===== config.mk =====
export PLATFORM = sky130hd
export DESIGN_NAME = inst_loader
export DESIGN_NICKNAME = d
export VERILOG_FILES = /design/src/rtl/inst_loader_pkg.sv /design/src/rtl/inst_loader_byte_assembler.sv /design/src/rtl/inst_loader.sv
export SDC_FILE = /design/constraint.sdc
export NUM_CORES = 1
export LEC_CHECK = 0
export CAP_MARGIN = 20
export CORE_ASPECT_RATIO = 0.75
export CORE_MARGIN = 1
export CORE_UTILIZATION = 40
export DETAILED_ROUTE_END_ITERATION = 10
export DONT_BUFFER_PORTS = 1
export HOLD_SLACK_MARGIN = 0.03
export SLEW_MARGIN = 20
export SYNTH_ARGS = -nofsm -noshare
export SYNTH_HDL_FRONTEND = slang
export SYNTH_SLANG_ARGS = --single-unit

===== constraint.sdc =====
create_clock -name clk -period 2.9 [get_ports clk]
set_clock_uncertainty 0.15 [all_clocks]
set_input_delay 0.435 -clock clk [delete_from_list [all_inputs] [get_ports clk]]
set_output_delay 0.435 -clock clk [all_outputs]
set_load 0.1 [all_outputs]

===== src/rtl/inst_loader_pkg.sv =====
// Shared types and parameters for the boot-time instruction loader.
// Optional feature macro: INST_LOADER_CHECKSUM_EN (trailing XOR checksum byte).
package inst_loader_pkg;

  typedef logic [31:0] inst_t;
  typedef logic [31:0] addr_t;

  localparam addr_t       InstStartFrom = 32'h0000_1000;
  localparam int unsigned InstSpace     = 32'd1024;

  typedef enum logic [2:0] {
    IDLE,
    LEN,
    WORD,
    WRITE,
    CHECK,
    DONE,
    ERROR
  } loader_state_t;

endpackage


===== src/rtl/inst_loader_byte_assembler.sv =====
// Little-endian 4-byte assembler: byte k of a word lands in bits [8k+7:8k].
// next_word presents the word including the byte currently offered, so the
// caller can act on a complete word in the same cycle the last byte arrives.
module inst_loader_byte_assembler
  import inst_loader_pkg::*;
(
  input  logic        clk,
  input  logic        rst_n,
  input  logic        clear,
  input  logic        shift_en,
  input  logic [7:0]  byte_in,
  output inst_t       next_word,
  output logic [2:0]  count,
  output logic        full
);

  inst_t word;

  assign full = count[2];

  // Merge the offered byte into the slot selected by the byte counter
  always_comb begin
    next_word = word;
    if (!full) begin
      next_word[count[1:0]*8 +: 8] = byte_in;
    end
  end

  // Capture accepted bytes; clear has priority over shifting
  always_ff @(posedge clk or negedge rst_n) begin
    if (!rst_n) begin
      word  <= '0;
      count <= '0;
    end else if (clear) begin
      word  <= '0;
      count <= '0;
    end else if (shift_en && !full) begin
      word  <= next_word;
      count <= count + 3'd1;
    end
  end

endmodule


===== src/rtl/inst_loader.sv =====
// Boot-time program loader: takes a byte stream (16-bit word count, then
// little-endian 32-bit words) and writes each word into the fetcher.
// Optional feature macro: INST_LOADER_CHECKSUM_EN adds a trailing XOR
// checksum byte over all word bytes, checked in the CHECK state.
module inst_loader
  import inst_loader_pkg::*;
#(
  parameter addr_t       BASE_ADDR = InstStartFrom,
  parameter int unsigned MAX_WORDS = InstSpace >> 2
) (
  input  logic        clk,
  input  logic        rst_n,
  input  logic        start,
  input  logic [7:0]  byte_in,
  input  logic        byte_valid,
  output logic        byte_ready,
  output logic        load,
  output inst_t       load_inst,
  output addr_t       addr,
  output logic        chip_select,
  output logic        busy,
  output logic        done,
  output logic        error
);

  loader_state_t state;
  logic [15:0]   n_words;
  logic [15:0]   idx;
`ifdef INST_LOADER_CHECKSUM_EN
  logic [7:0]    csum;
`endif

  logic          accept;
  logic          len_last;
  logic          word_last;
  logic          asm_clear;
  logic          asm_shift;
  logic          asm_full;
  logic [2:0]    asm_count;
  inst_t         asm_next;
  logic [15:0]   len_value;

  // Handshake and byte-position decode for the current state
  always_comb begin
    accept    = byte_ready & byte_valid;
    asm_shift = accept & ((state == LEN) | (state == WORD));
    len_last  = (state == LEN)  & accept & (asm_count == 3'd1);
    word_last = (state == WORD) & accept & (asm_count == 3'd3);
    len_value = asm_next[15:0];
    // Empty the assembler outside sessions, after the length, and while a
    // completed word is being written out
    asm_clear = (state == IDLE) | (state == DONE) | (state == ERROR) |
                asm_full | len_last;
  end

  inst_loader_byte_assembler u_asm (
    .clk       (clk),
    .rst_n     (rst_n),
    .clear     (asm_clear),
    .shift_en  (asm_shift),
    .byte_in   (byte_in),
    .next_word (asm_next),
    .count     (asm_count),
    .full      (asm_full)
  );

  // Session FSM with registered outputs; load/addr/load_inst are set on the
  // edge that accepts the 4th byte so the write pulse lands in WRITE
  always_ff @(posedge clk or negedge rst_n) begin
    if (!rst_n) begin
      state       <= IDLE;
      n_words     <= '0;
      idx         <= '0;
      byte_ready  <= 1'b0;
      load        <= 1'b0;
      load_inst   <= '0;
      addr        <= '0;
      chip_select <= 1'b0;
      busy        <= 1'b0;
      done        <= 1'b0;
      error       <= 1'b0;
`ifdef INST_LOADER_CHECKSUM_EN
      csum        <= '0;
`endif
    end else begin
      case (state)
        IDLE, DONE, ERROR: begin
          if (start) begin
            state       <= LEN;
            idx         <= '0;
            byte_ready  <= 1'b1;
            busy        <= 1'b1;
            done        <= 1'b0;
            error       <= 1'b0;
            chip_select <= 1'b0;
`ifdef INST_LOADER_CHECKSUM_EN
            csum        <= '0;
`endif
          end
        end

        LEN: begin
          if (len_last) begin
            n_words <= len_value;
            if (len_value == 16'd0) begin
`ifdef INST_LOADER_CHECKSUM_EN
              state       <= CHECK;
`else
              state       <= DONE;
              byte_ready  <= 1'b0;
              busy        <= 1'b0;
              done        <= 1'b1;
              chip_select <= 1'b1;
`endif
            end else if (32'(len_value) > MAX_WORDS) begin
              state      <= ERROR;
              byte_ready <= 1'b0;
              busy       <= 1'b0;
              error      <= 1'b1;
            end else begin
              state <= WORD;
            end
          end
        end

        WORD: begin
`ifdef INST_LOADER_CHECKSUM_EN
          if (accept) begin
            csum <= csum ^ byte_in;
          end
`endif
          if (word_last) begin
            state      <= WRITE;
            byte_ready <= 1'b0;
            load       <= 1'b1;
            load_inst  <= asm_next;
            addr       <= BASE_ADDR + addr_t'({idx, 2'b00});
          end
        end

        WRITE: begin
          load <= 1'b0;
          idx  <= idx + 16'd1;
          if (idx + 16'd1 == n_words) begin
`ifdef INST_LOADER_CHECKSUM_EN
            state       <= CHECK;
            byte_ready  <= 1'b1;
`else
            state       <= DONE;
            busy        <= 1'b0;
            done        <= 1'b1;
            chip_select <= 1'b1;
`endif
          end else begin
            state      <= WORD;
            byte_ready <= 1'b1;
          end
        end

`ifdef INST_LOADER_CHECKSUM_EN
        CHECK: begin
          if (accept) begin
            byte_ready <= 1'b0;
            busy       <= 1'b0;
            if (byte_in == csum) begin
              state       <= DONE;
              done        <= 1'b1;
              chip_select <= 1'b1;
            end else begin
              state <= ERROR;
              error <= 1'b1;
            end
          end
        end
`endif

        default: begin
          state      <= IDLE;
          byte_ready <= 1'b0;
          busy       <= 1'b0;
          load       <= 1'b0;
        end
      endcase
    end
  end

endmodule


---- Yosys cells after proc, flatten, opt, wreduce, memory -nomap -nowiden ----
Index checks and enable logic that the tools add are counted.
storage, ports and cells
  word-level logic and storage cells ...... 103
  register bits after elaboration ......... 139
  output and inout port bits .............. 70
  bits of input ports ..................... 12
operators by class
  add/sub/neg operators ................... 4
  shifts and indexed selects .............. 2
  reduce and logical (&&, ||, !) cells .... 19
  equal/unequal tests ..................... 17
  bitwise operators ....................... 13
  magnitude comparators ................... 1
  muxes and demuxes ....................... 35
operators with widths
  cell                       number
  $mux W32                   3
  $neg A5 Y34                1
  $shift A8 B34 Y32 const A  1
  $shiftx A8 B34 Y32         1
  $bwmux W32                 1
  $pmux W16 S2               1
  $mux W3                    8
  $reduce_and A5 Y1          4
  $add A13 B18 Y19 const A   1
  $add A16 B1 Y16 const B    1
  $eq A16 B16 Y1             1
  $gt A16 B9 Y1 const B      1
  $logic_not A16 Y1          1
  $mux W16                   1
  $mux W1                    15
  $ne A2 B2 Y1 const B       6
  $pmux W3 S4                1
  $eq A3 B2 Y1 const B       3
  $pmux W1 S4                2
  $reduce_and A2 Y1          4
  $and A1 B1 Y1              6
  $eq A3 B1 Y1 const B       2
  $eq A3 B3 Y1 const B       2
  $reduce_bool A2 Y1         3
  other kinds (14)           21

---- Logic depth before layout (Yosys ltp) ----
  word-level depth ........................ 9
  depth in mapped cells ................... 9
  depth with buffers taken out ............ 8

---- Hierarchy ----
A second synthesis with hierarchy kept.
second synthesis, totals
  cell total of the unflattened synthesis .. 595
  area, all modules ....................... 6466.2 µm²
modules (own cells, without submodules)
  module                      times used  area an instance (µm²)  cells each  sequential area each (µm²)
  inst_loader                 1           4538.1                  423         2227.1
  inst_loader_byte_assembler  1           1928.1                  172         875.8

---- Worst setup path before layout ----
No wires, ideal clock.
  path kind ............................... flip-flop to flip-flop
  start point ............................. reg u_asm.count[0]
  end point ............................... reg u_asm.word[5]
  data arrival time ....................... 2325 ps
  setup time .............................. 64 ps
  stages on the path, launching flop included .. 9
  setup slack ............................. 361 ps
  path buffers ............................ 2
  data required time ...................... 2686 ps
  period minus slack after synthesis ...... 2539 ps
  cell sequence ........................... dfrtp_1 -> inv_1 -> ha_1 -> nor4b_1 -> and2_1 -> clkbuf_1 -> and2_1 -> clkbuf_1 -> a22o_2
between the ends
  cells in the longest elaborated chain, start to end .. 6
  elaborated cells between the ends (all ways) .. 11
  those cells by class .................... add/sub (1); eq/ne (1); shift (2); mux (4); bitwise (2); reduce/logical (1)
ends and longest elaborated chain
  what                                                     line                              RTL
  from (decl)                                              inst_loader_byte_assembler.sv:13  output logic [2:0] count,
  from (signal assigned)                                   inst_loader_byte_assembler.sv:39  count <= count + 3'd1;
  $neg A5 Y34                                              inst_loader_byte_assembler.sv:25  next_word[count[1:0]*8 +: 8] = byte_in;
  $shiftx A8 B34 Y32 or $shift A8 B34 Y32 (tied branches)  inst_loader_byte_assembler.sv:25
  $bwmux W32                                               inst_loader_byte_assembler.sv:25
  $mux W32                                                 inst_loader_byte_assembler.sv:24  if (!full) begin
  $mux W32                                                 inst_loader_byte_assembler.sv:37  end else if (shift_en && !full) begin
  $mux W32                                                 inst_loader_byte_assembler.sv:34  end else if (clear) begin
  to (signal assigned)                                     inst_loader_byte_assembler.sv:38  word <= next_word;
  to (decl)                                                inst_loader_byte_assembler.sv:17  inst_t word;
Parallel ways exist; a longest one is shown, timed or not. The select of a mux whose other input is x is not followed.
A chain may end at the register's enable or synchronous reset.

---- Worst setup path in the final report ----
  start point ............................. reg idx[1]
  end point ............................... reg state[1]
between the ends
  cells in the longest elaborated chain, start to end .. 4
ends and longest elaborated chain
  what                    line                RTL
  from (decl)             inst_loader.sv:28   logic [15:0] idx;
  from (signal assigned)  inst_loader.sv:143  idx <= idx + 16'd1;
  $add A16 B1 Y16         inst_loader.sv:144  if (idx + 16'd1 == n_words) begin
  $eq A16 B16 Y1          inst_loader.sv:144
  $mux W3                 inst_loader.sv:144
  $pmux W3 S4             inst_loader.sv:86   case (state)
  to (signal assigned)    inst_loader.sv:89   state <= LEN;
  to (signal assigned)    inst_loader.sv:149  state <= DONE;
  to (signal assigned)    inst_loader.sv:155  state <= WORD;
  to (decl)               inst_loader.sv:26   loader_state_t state;
Every way passes these cells.

==> impl_metrics.sql <==
INSERT INTO impl_metrics (metric_group, metric, value, unit) VALUES
('status', 'run_status', 'finished, violations left', ''),
('status', 'violations', 'negative hold slack', ''),
('power', 'max-vdd-ir-drop', '0.377', 'mV'),
('global_routing', 'via_count_of_the_first_global_routing_pass', '4867', ''),
('logic_synthesis', 'synthesis.yosys.warnings', '0', ''),
('drt', 'antenna_violating_nets_remaining', '0', ''),
('hold_path', 'hold_class', 'in -> async', ''),
('drt', 'first_iter_violations', '413', ''),
('sta', 'setup-tns-final', '0', 'ns'),
('floorplanning', 'boundaryPins', '82', ''),
('sta', 'least_margin_pin_slew', '0.960', 'ns'),
('floorplanning', 'std_cell_rows', '39', ''),
('placement', 'gp_congestion', '0.944', ''),
('logic_synthesis', 'edff_count_synth', '0', ''),
('global_routing', 'grt_remaining_overflow', '0', ''),
('clocking', 'post_cts.repair.setup_buffers', '0', ''),
('floorplanning', 'die_height', '111', 'um'),
('drt', 'wl_per_cell', '19.9', 'um'),
('clocking', 'tritoncts.num_buffers', '17', ''),
('global_routing', 'grt_start_max_net_pins', '125', ''),
('critical_path', 'critical_path_arrival', '2.87', 'ns'),
('sta', 'final_min_period_over_clock_period', '0.947', ''),
('layout', 'share_of_the_core_filled_with_cells_in_the_final_layout', '0.467', ''),
('logic_synthesis', 'synth.area.top_cells', 'dfrtp_1, o21ai_0, nand2_1', ''),
('layout', 'area.growth.synth_to_final', '12.8', '%'),
('drt', 'detail_route.vias_per_cell', '5.84', ''),
('placement', 'placement.io_buffers', '0', ''),
('power', 'leakage', '3.11', 'nW'),
('flow_run', 'maxCapViolations', '0', ''),
('logic_synthesis', 'synth_top_area_cell', 'dfrtp_1', ''),
('sta', 'finalHoldViolCount', '124', ''),
('sta', 'max_freq', '0.364', 'GHz'),
('critical_path', 'critical_path.endpoint_type', 'flop', ''),
('critical_path', 'worst_ep_required_time', '3.03', 'ns'),
('drt', 'via_count', '5071', ''),
('logic_synthesis', 'synthMostInstantiatedCell', 'dfrtp_1', ''),
('layout', 'antenna_cells_inserted', '0', ''),
('clocking', 'clk_latency', '0.43', 'ns'),
('sta', 'setup_repair_after_global_routing_missed_its_margin', 'false', ''),
('logic_synthesis', 'synth_sequential_area_ratio', '0.487', ''),
('critical_path', 'cp-start-kind', 'flop', ''),
('logic_synthesis', 'synth.ff_latch_count', '124', ''),
('global_routing', 'grt_antenna_before_repair', '0', ''),
('clocking', 'cts-root-buf', 'clkbuf_16', ''),
('placement', 'dp_slack', '0.123', 'ns'),
('logic_synthesis', 'post_synth_inst_count', '649', ''),
('layout', 'fin_nets', '672', ''),
('sta', 'final_max_slew_viol_count', '0', ''),
('drt', 'route.detailed.drc', '0', ''),
('drt', 'route.final.wire_length', '17.3', 'mm'),
('sta', 'timing.final.ws_setup', '0.154', 'ns'),
('global_routing', 'wire_length_of_the_first_global_routing_pass', '27.6', 'mm'),
('logic_synthesis', 'post-synth-top-area-fraction', '0.487', ''),
('floorplanning', 'die_width', '148', 'um'),
('clocking', 'clock-sinks', '124', ''),
('clocking', 'clk_pin_slew_worst_paths', '0.06', 'ns'),
('logic_synthesis', 'ys.flop_type', 'dfrtp_1', ''),
('sta', 'timing.final.crit_period', '2.75', 'ns'),
('critical_path', 'crit_path_max_fanout', '7', ''),
('sta', 'finalSetupViolCount', '0', ''),
('global_routing', 'globalRouteTotalUtil', '0.222', ''),
('clocking', 'cts_tree', 'yes', ''),
('sta', 'hold_slack', '-0.446', 'ns'),
('logic_synthesis', 'async_flop_share', '1.00', ''),
('clocking', 'cts_buffer_depth', '2', ''),
('layout', 'post_route_cells_drive_above_1_share', '0.128', ''),
('logic_synthesis', 'synth_cell_types', '65', ''),
('placement', 'place.detailed.hpwl', '11.6', 'mm'),
('logic_synthesis', 'mappedNetlistArea', '6370', 'um^2'),
('logic_synthesis', 'syn-mean-instance-area', '9.81', 'um^2'),
('floorplanning', 'core-area', '15400', 'um^2'),
('clocking', 'cts.htree.levels', '4', ''),
('clocking', 'ctsHoldBuffers', '8', ''),
('power', 'cellPowerDensity', '908', 'nW/um^2'),
('floorplanning', 'area_of_the_die', '16400', 'um^2'),
('floorplanning', 'floorplan.initialDensity', '0.414', ''),
('sta', 'worst_slew_margin_rel', '0.360', ''),
('drt', 'detail_route.first_pass.iterations', '5', ''),
('logic_synthesis', 'yosys-top-cells-count', 'dfrtp_1, nand2_1, o21ai_0', ''),
('critical_path', 'crit_path_category', 'reg -> reg', '');
-- routing by layer --
layer  vias up  GRT usage  share of wire  routed length, um
li1       2326          -              -                  -
met1      2497      0.332           0.48               8320
met2       232      0.310           0.42               7280
met3        16     0.0613          0.086               1480
met4         0     0.0612          0.013                221
met5         -          0              0                  0
-- critical path: stages (launching register included) --
cell      delay, ns
dfrtp_1        0.41
ha_1           0.31
nand2_1        0.14
or3_1          0.39
a221o_1        0.33
nor4_1         0.27
nor4bb_2       0.48
a21oi_1        0.12
-- report_power, final --
group	switching [W]	internal, W
logic	0.00137	0.000788
registers	0.000409	0.00190
clock network	0.000783	0.00128
total	0.00256	0.00396
-- repair_timing --
| action | CTS | global route |
|---|---|---|
| hold endpoints to repair | 153 | 124 |
| endpoints found under the setup margin | 0 | 4 |
| resized for setup | 0 | 2 |
-- final timing paths --
path,from,endpoint,slack [ns],cells past startpoint
worst max-delay path,idx[1]$_DFFE_PN0P_,state[1]$_DFFE_PN0P_,0.15,7
worst min-delay path,rst_n,load_inst[29]$_DFFE_PN0P_,-0.45,0
worst max register to register,idx[1]$_DFFE_PN0P_,state[1]$_DFFE_PN0P_,0.15,7
worst min register to register,u_asm.word[25]$_DFFE_PN0P_,u_asm.word[25]$_DFFE_PN0P_,0.35,1
max in group asynchronous,rst_n,done$_DFFE_PN0P_,2.84,0
min in group clk,byte_in[4],u_asm.word[12]$_DFFE_PN0P_,0.06,2
-- state kept, by name, indices dropped and copies added, names as in the netlist --
signal       flops
load_inst       32
u_asm.word      32
addr            17
idx             16
n_words         16
state            3
u_asm.count      3
busy             1
byte_ready       1
done             1
error            1
load             1
-- metrics by stage --
stage	cells	power, W	instance area, um^2	hold WS (ns)
after floorplan	663	0.00390	6420	-0.0106
after global placement	829	0.00437	6530	-0.00585
final	868	0.00653	7190	-0.446
after CTS	868	0.00652	7180	-0.463
after detailed placement	829	0.00442	6530	-0.00800
after global routing	868	0.00683	7190	-0.467
-- layout make-up --
cell class	instances	area [um^2]
clock inverters	11	119
multi-input cells	465	2930
well taps	205	256
flip-flops and latches	124	3100
clock buffers	20	447
inverters	8	35.0
fillers	1410	8190
repair buffers	35	295
-- kinds of logic (layout without fill, tap and decap cells) --
family                     after synthesis  in the layout  synth area share
AOI/OAI and AO/OA                      204            204             0.216
xor gates and xnor gates                32             32            0.0464
adders and majority gates                9              9            0.0177
buffers and inverters                   74             74            0.0623
DFF                                    124            124             0.487
muxes                                   11             11            0.0195
other                                    1             15          0.000589
and+or+nand+nor                        194            194             0.150
-- cells in the final DEF, fill, tap and decap left out, types with 5 or more instances in the layout --
| master | instances |
|---|---|
| o2bb2ai_1 | 5 |
| and2_1 | 6 |
| nor3_1 | 9 |
| xor2_1 | 11 |
| a21oi_1 | 18 |
| buf_4 | 26 |
| xnor2_1 | 20 |
| dfrtp_1 | 123 |
| a22oi_1 | 34 |
| nand4_1 | 7 |
| clkbuf_16 | 17 |
| ha_1 | 9 |
| mux2_2 | 11 |
| o21ai_0 | 71 |
| a22o_1 | 23 |
| dlygate4sd3_1 | 8 |
| conb_1 | 15 |
| o21ai_1 | 11 |
| nand2_1 | 93 |
| nor2_1 | 26 |
| o31ai_1 | 5 |
| inv_1 | 7 |
| nand3_1 | 15 |
Power figures use the tool's default switching activity.
